<file path="src/rtl/ch77_alarm_logger.sv">
// ch77_alarm_logger: snoops channel-77 monitor reads, logs newly raised alarms with timestamps
// into a FWFT FIFO, keeps per-alarm saturating counters and requests a channel clear.
module ch77_alarm_logger #(
   parameter int DEPTH = 8,
   parameter int TSW   = 16,
   parameter int CW    = 8
) (
   input  logic             SIM_CLK,
   input  logic             SIM_RST,
   input  logic             MT01,
   input  logic             MT05,
   input  logic             MRCH,
   input  logic [5:0]       MWL,
   input  logic [8:0]       MDT,
   input  logic             TS_TICK,
   input  logic             POP,
   input  logic             OVF_CLR,
   input  logic [3:0]       CNT_SEL,
   output logic             EV_VALID,
   output logic [9+TSW-1:0] EV_DATA,
   output logic             EV_OVF,
   output logic [CW-1:0]    CNT_VAL,
   output logic             CLR_REQ
);
   localparam int AW = $clog2(DEPTH);
   localparam int EW = 9 + TSW;
   typedef enum logic [1:0] {IDLE, ARMED, CAPTURE, COMMIT} state_t;
   state_t          r_state;
   logic            r_mt01, r_mt05, r_ovf, r_clr;
   logic [8:0]      r_snap, r_prev;
   logic [TSW-1:0]  r_ts;
   logic [EW-1:0]   r_mem [DEPTH];
   logic [EW-1:0]   r_last;
   logic [AW-1:0]   r_rd, r_wr;
   logic [AW:0]     r_cnt;
   logic [CW-1:0]   r_ctr [9];
   logic            w_rise01, w_rise05, w_ch77, w_push, w_pop, w_full, w_wr;
   logic [8:0]      w_new;
   assign w_rise01 = MT01 & ~r_mt01;
   assign w_rise05 = MT05 & ~r_mt05;
   assign w_ch77   = MRCH && (MWL == 6'o77);
   assign w_new    = r_snap & ~r_prev;
   assign w_push   = (r_state == COMMIT) && (w_new != 9'd0);
   assign w_pop    = POP && (r_cnt != '0);
   assign w_full   = r_cnt == (AW+1)'(DEPTH);
   // a same-cycle pop frees the slot, so a push into a full FIFO still lands
   assign w_wr     = w_push && (!w_full || w_pop);
   assign EV_VALID = r_cnt != '0;
   assign EV_DATA  = EV_VALID ? r_mem[r_rd] : r_last;
   assign EV_OVF   = r_ovf;
   assign CLR_REQ  = r_clr;
   always_ff @(posedge SIM_CLK or negedge SIM_RST) begin
      if (!SIM_RST) begin
         r_state <= IDLE;
         r_mt01  <= 1'b0;
         r_mt05  <= 1'b0;
         r_snap  <= '0;
         r_prev  <= '0;
      end else begin
         r_mt01 <= MT01;
         r_mt05 <= MT05;
         case (r_state)
            IDLE:    if (w_rise01 && w_ch77) r_state <= ARMED;
            ARMED:   if (!MRCH) r_state <= IDLE;
                     else if (w_rise05) begin
                        r_state <= CAPTURE;
                        r_snap  <= MDT;
                     end else if (w_rise01 && !w_ch77) r_state <= IDLE;
            CAPTURE: r_state <= COMMIT;
            default: begin
               r_state <= IDLE;
               r_prev  <= r_snap;
            end
         endcase
      end
   end
   always_ff @(posedge SIM_CLK or negedge SIM_RST) begin
      if (!SIM_RST) begin
         r_ts   <= '0;
         r_clr  <= 1'b0;
         r_ovf  <= 1'b0;
         r_rd   <= '0;
         r_wr   <= '0;
         r_cnt  <= '0;
         r_last <= '0;
         for (int i = 0; i < 9; i++) r_ctr[i] <= '0;
      end else begin
         r_ts  <= r_ts + TSW'(TS_TICK);
         r_clr <= w_push;
         r_ovf <= (w_push && w_full && !w_pop) || (r_ovf && !OVF_CLR);
         r_cnt <= r_cnt + (AW+1)'(w_wr) - (AW+1)'(w_pop);
         if (w_wr) r_wr <= r_wr + AW'(1);
         if (w_pop) r_rd <= r_rd + AW'(1);
         if (EV_VALID) r_last <= r_mem[r_rd];
         for (int i = 0; i < 9; i++)
            if (w_push && w_new[i] && (r_ctr[i] != {CW{1'b1}})) r_ctr[i] <= r_ctr[i] + CW'(1);
      end
   end
   always_ff @(posedge SIM_CLK) begin
      if (w_wr) r_mem[r_wr] <= {r_ts, w_new};
   end
   always_comb begin
      CNT_VAL = '0;
      for (int i = 0; i < 9; i++)
         if (CNT_SEL == 4'(i)) CNT_VAL = r_ctr[i];
   end
endmodule

</file>
<file path="config.mk">
export PLATFORM = sky130hd
export DESIGN_NAME = ch77_alarm_logger
export DESIGN_NICKNAME = d
export VERILOG_FILES = /design/src/rtl/ch77_alarm_logger.sv
export SDC_FILE = /design/constraint.sdc
export NUM_CORES = 1
export LEC_CHECK = 0
export CAP_MARGIN = 20
export CORE_ASPECT_RATIO = 2
export CORE_MARGIN = 5
export CORE_UTILIZATION = 35
export DETAILED_ROUTE_END_ITERATION = 8
export PLACE_DENSITY_LB_ADDON = 0.12
export SLEW_MARGIN = 0
export SYNTH_ARGS = -nofsm -noshare
export SYNTH_HDL_FRONTEND = slang
export SYNTH_SLANG_ARGS = --single-unit
</file>
<file path="constraint.sdc">
create_clock -name SIM_CLK -period 5.8 [get_ports SIM_CLK]
set_input_delay 0.87 -clock SIM_CLK [delete_from_list [all_inputs] [get_ports SIM_CLK]]
set_output_delay 0.87 -clock SIM_CLK [all_outputs]
set_load 0.01 [all_outputs]
</file>
==> run_results.csv, run 1 <==
group,metric,value,unit
sta,finalCriticalPeriod,4459,ps
synth,ys.warnings.count,0,
clocking,clockBufferDepth,3,
run_status,status,"completed",
power,p_per_area,420.8,nW/um2
power,power_frac_comb,24.0,%
final_layout,layout-drive-gt1-share,15.43,%
route,detail_route.wl_per_cell,21.70,um
synth,synth_seq_cells,347,
global_route,grt_pass1_vias,8793,
clocking,clk_latency,530,ps
clocking,cts_tree,"yes",
sta,fin_ws,1341,ps
clocking,cts_resized,0,
sta,period_share,76.88,%
sta,max_freq,0.2243,GHz
global_route,grt_pass1_wl,54.12,mm
die,core_area,41120,um2
sta,maxSlewViolCount,0,
synth,synth_nets,1016,
final_layout,regArea,9691,um2
clocking,postCtsSetupBuffers,0,
route,drc,0,
synth,seq_area_frac_synth,66.37,%
final_layout,postLayoutCoreUtil,41.18,%
final_layout,final_cell_mix,"edfxtp_1 (200), dfrtp_1 (144), nand2_1 (102), clkdlybuf4s50_1 (61), xnor2_1 (54)",
min_path,hp-class,"in -> async",
final_layout,final_area,16940,um2
global_route,grt_max_degree,103,
final_layout,multiInputGateArea,4701,um2
synth,synth_cells,970,
synth,avgSynthCellArea,15.04,um2
place,port_buffers,62,
route,dr_total_vias,8123,
global_route,grt.total_usage,15.44,%
clocking,clock-sinks,347,
route,drt-initial-drc-count,310,
clocking,cts_max_level,2,
die,die_w,154.4,um
synth,syn_area,14590,um2
final_layout,fill_cells,3795,
place,placed_cells,1547,
final_layout,fin_cells,1611,
power,intPower,5.030,mW
place,place_hpwl,22.76,mm
route,ant_nets,0,
place,placed_cell_area,15890,um2
power,switching_share,29.41,%
power,p_leak,6.477,nW
die,num_rows,105,
critical_path,crit_arrival,3590,ps
final_layout,area_growth_syn_to_layout,16.06,%
sta,finalHoldViolCount,0,
critical_path,cp_max_fo,20,
die,initial_core_util,35.48,%
global_route,antenna_found_initial,0,
die,dieArea,46120,um2
synth,ys_async_sr_fraction,42.36,%
clocking,clkTransAtPathRegs,60,ps
power,pwr-share-clk,29.7,%
final_layout,fin_nets,1095,
synth,synth.distinct_cells,61,
clocking,cts_made_buffers,35,
sta,tns,0,ps
final_layout,final_common_cell,"edfxtp_1",
route,routed_wl,34.95,mm
route,firstDrtPassIters,4,
sta,rsz0062_at_grt,"false",
die,fp.dieH,298.8,um
clocking,cts_hold_buf,0,
clocking,cts_root_buf,"clkbuf_16",
route,viasPerCell,5.042,
die,ios,63,
place,place_ws,1378,ps
place,routabilityCongestion,0.8803,
power,switching_power,2.096,mW
sta,finalSetupViolations,0,
global_route,grt-ovfl-total,0,
sta,hold_slack,297.2,ps
synth,synth-edff-count,200,
power,peakVddDrop,0.2159,mV
sta,max_slew_margin,27.33,%
power,finalPower,7.126,mW
power,p_seq_share,46.3,%
synth,ys.flop_type,"edfxtp_1",
critical_path,worstSetupPathType,"in -> out",
critical_path,required,4930,ps
flow_run,cap_viol_max_count,0,
critical_path,endpoint_kind,"output pin",
critical_path,worst_setup_path_start_kind,"input port",
sta,tightest_slew,1090,ps
final_layout,antenna_cells,0,
sta,finClkSkew,16.10,ps
[worst max-delay path, stage by stage]
cell and delay, ps:
clkdlybuf4s50_1 930, nor2b_1 520, nand3_1 270, nor2_1 140
nor2_1 50, a221o_1 310, clkdlybuf4s50_1 490
[sequential cells by signal, indices dropped and copies added, names as in the netlist, 2 cells and up]
signal	count
r_cnt	4
r_ctr	72
r_last	25
r_mem	200
r_prev	9
r_rd	3
r_snap	9
r_state	2
r_ts	16
r_wr	3
[routing by layer]
layer / GRT usage (%) / wire length [um] / up-vias
met5: 0 / 0 / -
met1: 16.47 / 12490 / 4136
met3: 2.201 / 1010 / 67
li1: - / - / 3768
met2: 29.59 / 19860 / 152
met4: 6.820 / 1591 / 0
[power by group through the flow]
stage	sequential (mW)	clock [mW]	combinational, mW
global route	3.36	2.28	1.90
detailed placement	3.37	0	1.77
floorplan	3.12	0	1.21
finish	3.30	2.12	1.71
CTS	3.32	2.19	1.78
global placement	3.36	0	1.75
[Yosys cell counts, types with 8 or more instances]
cell | number | share of area (%)
nor2_1 | 39 | 1.0
buf_2 | 13 | 0.45
mux4_2 | 52 | 8.0
inv_1 | 20 | 0.51
mux2_2 | 8 | 0.62
nor2b_1 | 11 | 0.47
mux2i_1 | 28 | 1.9
xor2_1 | 29 | 1.7
nand2b_1 | 13 | 0.56
xnor2_1 | 54 | 3.2
o21ai_1 | 28 | 0.96
ha_1 | 18 | 1.5
nand4_1 | 20 | 0.86
and3_1 | 10 | 0.43
a21oi_1 | 16 | 0.55
a31oi_1 | 11 | 0.47
nand3_1 | 31 | 1.1
nand2_1 | 102 | 2.6
o21ai_0 | 20 | 0.69
nor3_1 | 13 | 0.45
edfxtp_1 | 200 | 41
clkbuf_1 | 19 | 0.49
dfrtp_1 | 147 | 25
[logic make-up after synthesis]
logic type      Yosys count  synth area share, %
fa+ha+maj                19                1.681
flops                   347                66.37
buf+inv                  57                1.629
mux                      95                11.10
compound gates          103                4.896
simple gates            266                9.338
xor+xnor                 83                4.982
[worst paths after layout]
path / startpoint / endpoint / slack [ps] / cells past startpoint
setup reg to reg: r_prev[5] / r_mem[4][6] / 2370 / 6
setup / recovery: CNT_SEL[2] / CNT_VAL[6] / 1340 / 7
hold reg to reg: r_prev[2] / r_prev[2] / 470 / 2
hold / removal: SIM_RST / r_ctr[5] / 300 / 1
min in group SIM_CLK: r_prev[2] / r_prev[2] / 470 / 2
max in group asynchronous: SIM_RST / r_rd[0] / 4450 / 2
[layout make-up]
class | count | area share [%]
Clock inverter | 17 | 0.5320
Clock buffer | 47 | 5.615
Tap cell | 535 | 3.953
Inverter | 21 | 0.4655
Sequential cell | 347 | 57.22
Multi-Input combinational cell | 566 | 27.76
Timing Repair Buffer | 78 | 4.455
Note: power is estimated with default switching activity, not from simulation.
==> run 2, diff against run 1 <==
==> constraint.sdc (replaced) <==
create_clock -name SIM_CLK -period 4.7 [get_ports SIM_CLK]
set_input_delay 0.705 -clock SIM_CLK [delete_from_list [all_inputs] [get_ports SIM_CLK]]
set_output_delay 0.705 -clock SIM_CLK [all_outputs]
set_load 0.01 [all_outputs]
==> run 2 against run 1 <==
Hold slack got worse by 46 ps; largest power group unchanged; setup slack got worse by 770 ps; critical path depth decreased by 1; sequential share of layout area shrank 0.72 points; largest cell class unchanged; die area is the same; global-route usage fell by 0.59 points; sequential cell count is the same.
==> run_results.csv, run 2 (synthesis results as in run 1) <==
group,metric,value,unit
die,fp.dieH,298.8,um
global_route,grt_pass1_vias,8781,
die,ios,63,
run_status,status,"completed",
global_route,grt.total_usage,14.84,%
critical_path,cp_common_cell,"clkdlybuf4s50_1",
die,initial_core_util,35.48,%
power,p_leak,6.560,nW
final_layout,final_common_cell,"edfxtp_1",
min_path,hp-class,"in -> async",
sta,hold_slack,251.7,ps
route,drc,0,
critical_path,required,3990,ps
critical_path,crit_arrival,3420,ps
place,placed_cells,1550,
sta,maxSlewViolCount,0,
final_layout,reg_top3,"r_mem x200, r_ctr x72, r_last x25",
critical_path,crit_slowest_cell,"clkdlybuf4s50_1",
final_layout,layout-drive-gt1-share,15.96,%
die,dieArea,46120,um2
clocking,clkTransAtPathRegs,60,ps
critical_path,cp_max_fo,20,
clocking,clock-sinks,347,
critical_path,crit_buf_inv,2,
sta,finClkSkew,16.66,ps
route,drt-initial-drc-count,277,
sta,max_slew_margin,31.07,%
clocking,cts_max_level,2,
power,finalPower,9.112,mW
place,place_ws,591.2,ps
critical_path,cp_top_family,"buffers and inverters",
route,dr_total_vias,8051,
sta,rsz0062_at_grt,"false",
clocking,postCtsSetupBuffers,0,
global_route,grt_pass1_wl,52.64,mm
clocking,cts_tree,"yes",
critical_path,r2r_slack,1680,ps
final_layout,fill_cells,3767,
critical_path,critPathCapture,"CNT_VAL[7]",
critical_path,crit_path_max_incr_delay,900,ps
sta,tns,0,ps
clocking,cts_hold_buf,0,
place,port_buffers,62,
global_route,grt-ovfl-total,0,
final_layout,fin_nets,1098,
place,place_hpwl,22.03,mm
die,core_area,41120,um2
clocking,cts_made_buffers,35,
critical_path,rr_endpoint,"r_mem[3][13]",
route,viasPerCell,4.991,
global_route,grt_use_met1,15.93,%
flow_run,cap_viol_max_count,0,
global_route,grt_use_met2,28.75,%
final_layout,area_growth_syn_to_layout,17.54,%
die,num_rows,105,
final_layout,largest_register_ffs,200,
critical_path,r2r_cells,6,
clocking,clockBufferDepth,3,
global_route,grt_max_degree,78,
sta,period_share,87.83,%
sta,fin_ws,571.8,ps
place,routabilityCongestion,0.8107,
critical_path,worst_setup_path_start_kind,"input port",
critical_path,cp.depth,6,
sta,finalCriticalPeriod,4128,ps
route,firstDrtPassIters,4,
global_route,busiest_layer,"met2",
clocking,cts_root_buf,"clkbuf_16",
global_route,grt_util_met3,2.172,%
sta,max_freq,0.2422,GHz
clocking,cts_resized,0,
critical_path,crit_start,"CNT_SEL[1]",
final_layout,antenna_cells,0,
power,p_per_area,531.2,nW/um2
global_route,antenna_found_initial,0,
route,ant_nets,0,
critical_path,endpoint_kind,"output pin",
die,die_w,154.4,um
sta,finalHoldViolCount,0,
clocking,clk_latency,520,ps
sta,finalSetupViolations,0,
critical_path,r2r-start,"r_snap[1]",
final_layout,top_register,"r_mem",
sta,tightest_slew,1034,ps
final_layout,fin_cells,1613,
final_layout,final_cell_mix,"edfxtp_1 (200), dfrtp_1 (144), nand2_1 (102), clkdlybuf4s50_1 (61), xnor2_1 (54)",
route,detail_route.wl_per_cell,20.89,um
critical_path,path_cells,"clkdlybuf4s50_1, nor2b_1, o21ai_0, a211oi_1, a221o_1, clkdlybuf4s50_1",
critical_path,worstSetupPathType,"in -> out",
power,peakVddDrop,0.2698,mV
route,routed_wl,33.70,mm
[run 2: cell types whose count changed in the layout (fill, tap and decap cells not counted), moves of 3 or more]
| cell | before | now |
|---|---|---|
| buf_12 | 1 | 4 |
| bufinv_16 | 0 | 5 |
| clkinvlp_4 | 0 | 3 |
| clkinv_2 | 9 | 5 |
| inv_6 | 3 | 0 |
[run 2: layer usage]
metal,vias up,share of wire (%)
met5,-,0
met4,0,3.7
met3,71,3.1
met2,137,57
met1,4071,36
li1,3772,-
[run 2: metrics by stage]
step / instance area, um2 / utilization, %
final: 17150 / 41.71
after floorplan: 14590 / -
after detailed placement: 15950 / 38.80
after CTS: 17150 / 41.71
after global routing: 17150 / 41.71
after global placement: 15950 / 38.80
[run 2: cell type report]
type,instances,area (um2),share of cell area (%)
clock inverter,17,217.7,1.269
multi-input combinational,566,4701,27.41
timing repair buffer,81,814.5,4.749
inverter,21,78.83,0.4596
clock buffer,46,979.7,5.712
sequential,347,9691,56.50
tap,535,669.4,3.903
[run 2: power breakdown]
group	switching, mW	total, mW	internal, mW
sequential	0.421	4.07	3.65
clock	1.17	2.92	1.75
combinational	0.974	2.12	1.15
[run 2: how the worst min path moves through the flow]
stage	from	end	slack, ps	cells after the start
after floorplan	SIM_RST	CLR_REQ	410	0
after global placement	r_prev[6]	r_prev[6]	450	2
after detailed placement	r_prev[6]	r_prev[6]	460	2
after CTS	SIM_RST	r_ctr[2]	260	1
after global routing	SIM_RST	r_ctr[7]	300	1
final	SIM_RST	r_ctr[12]	250	1
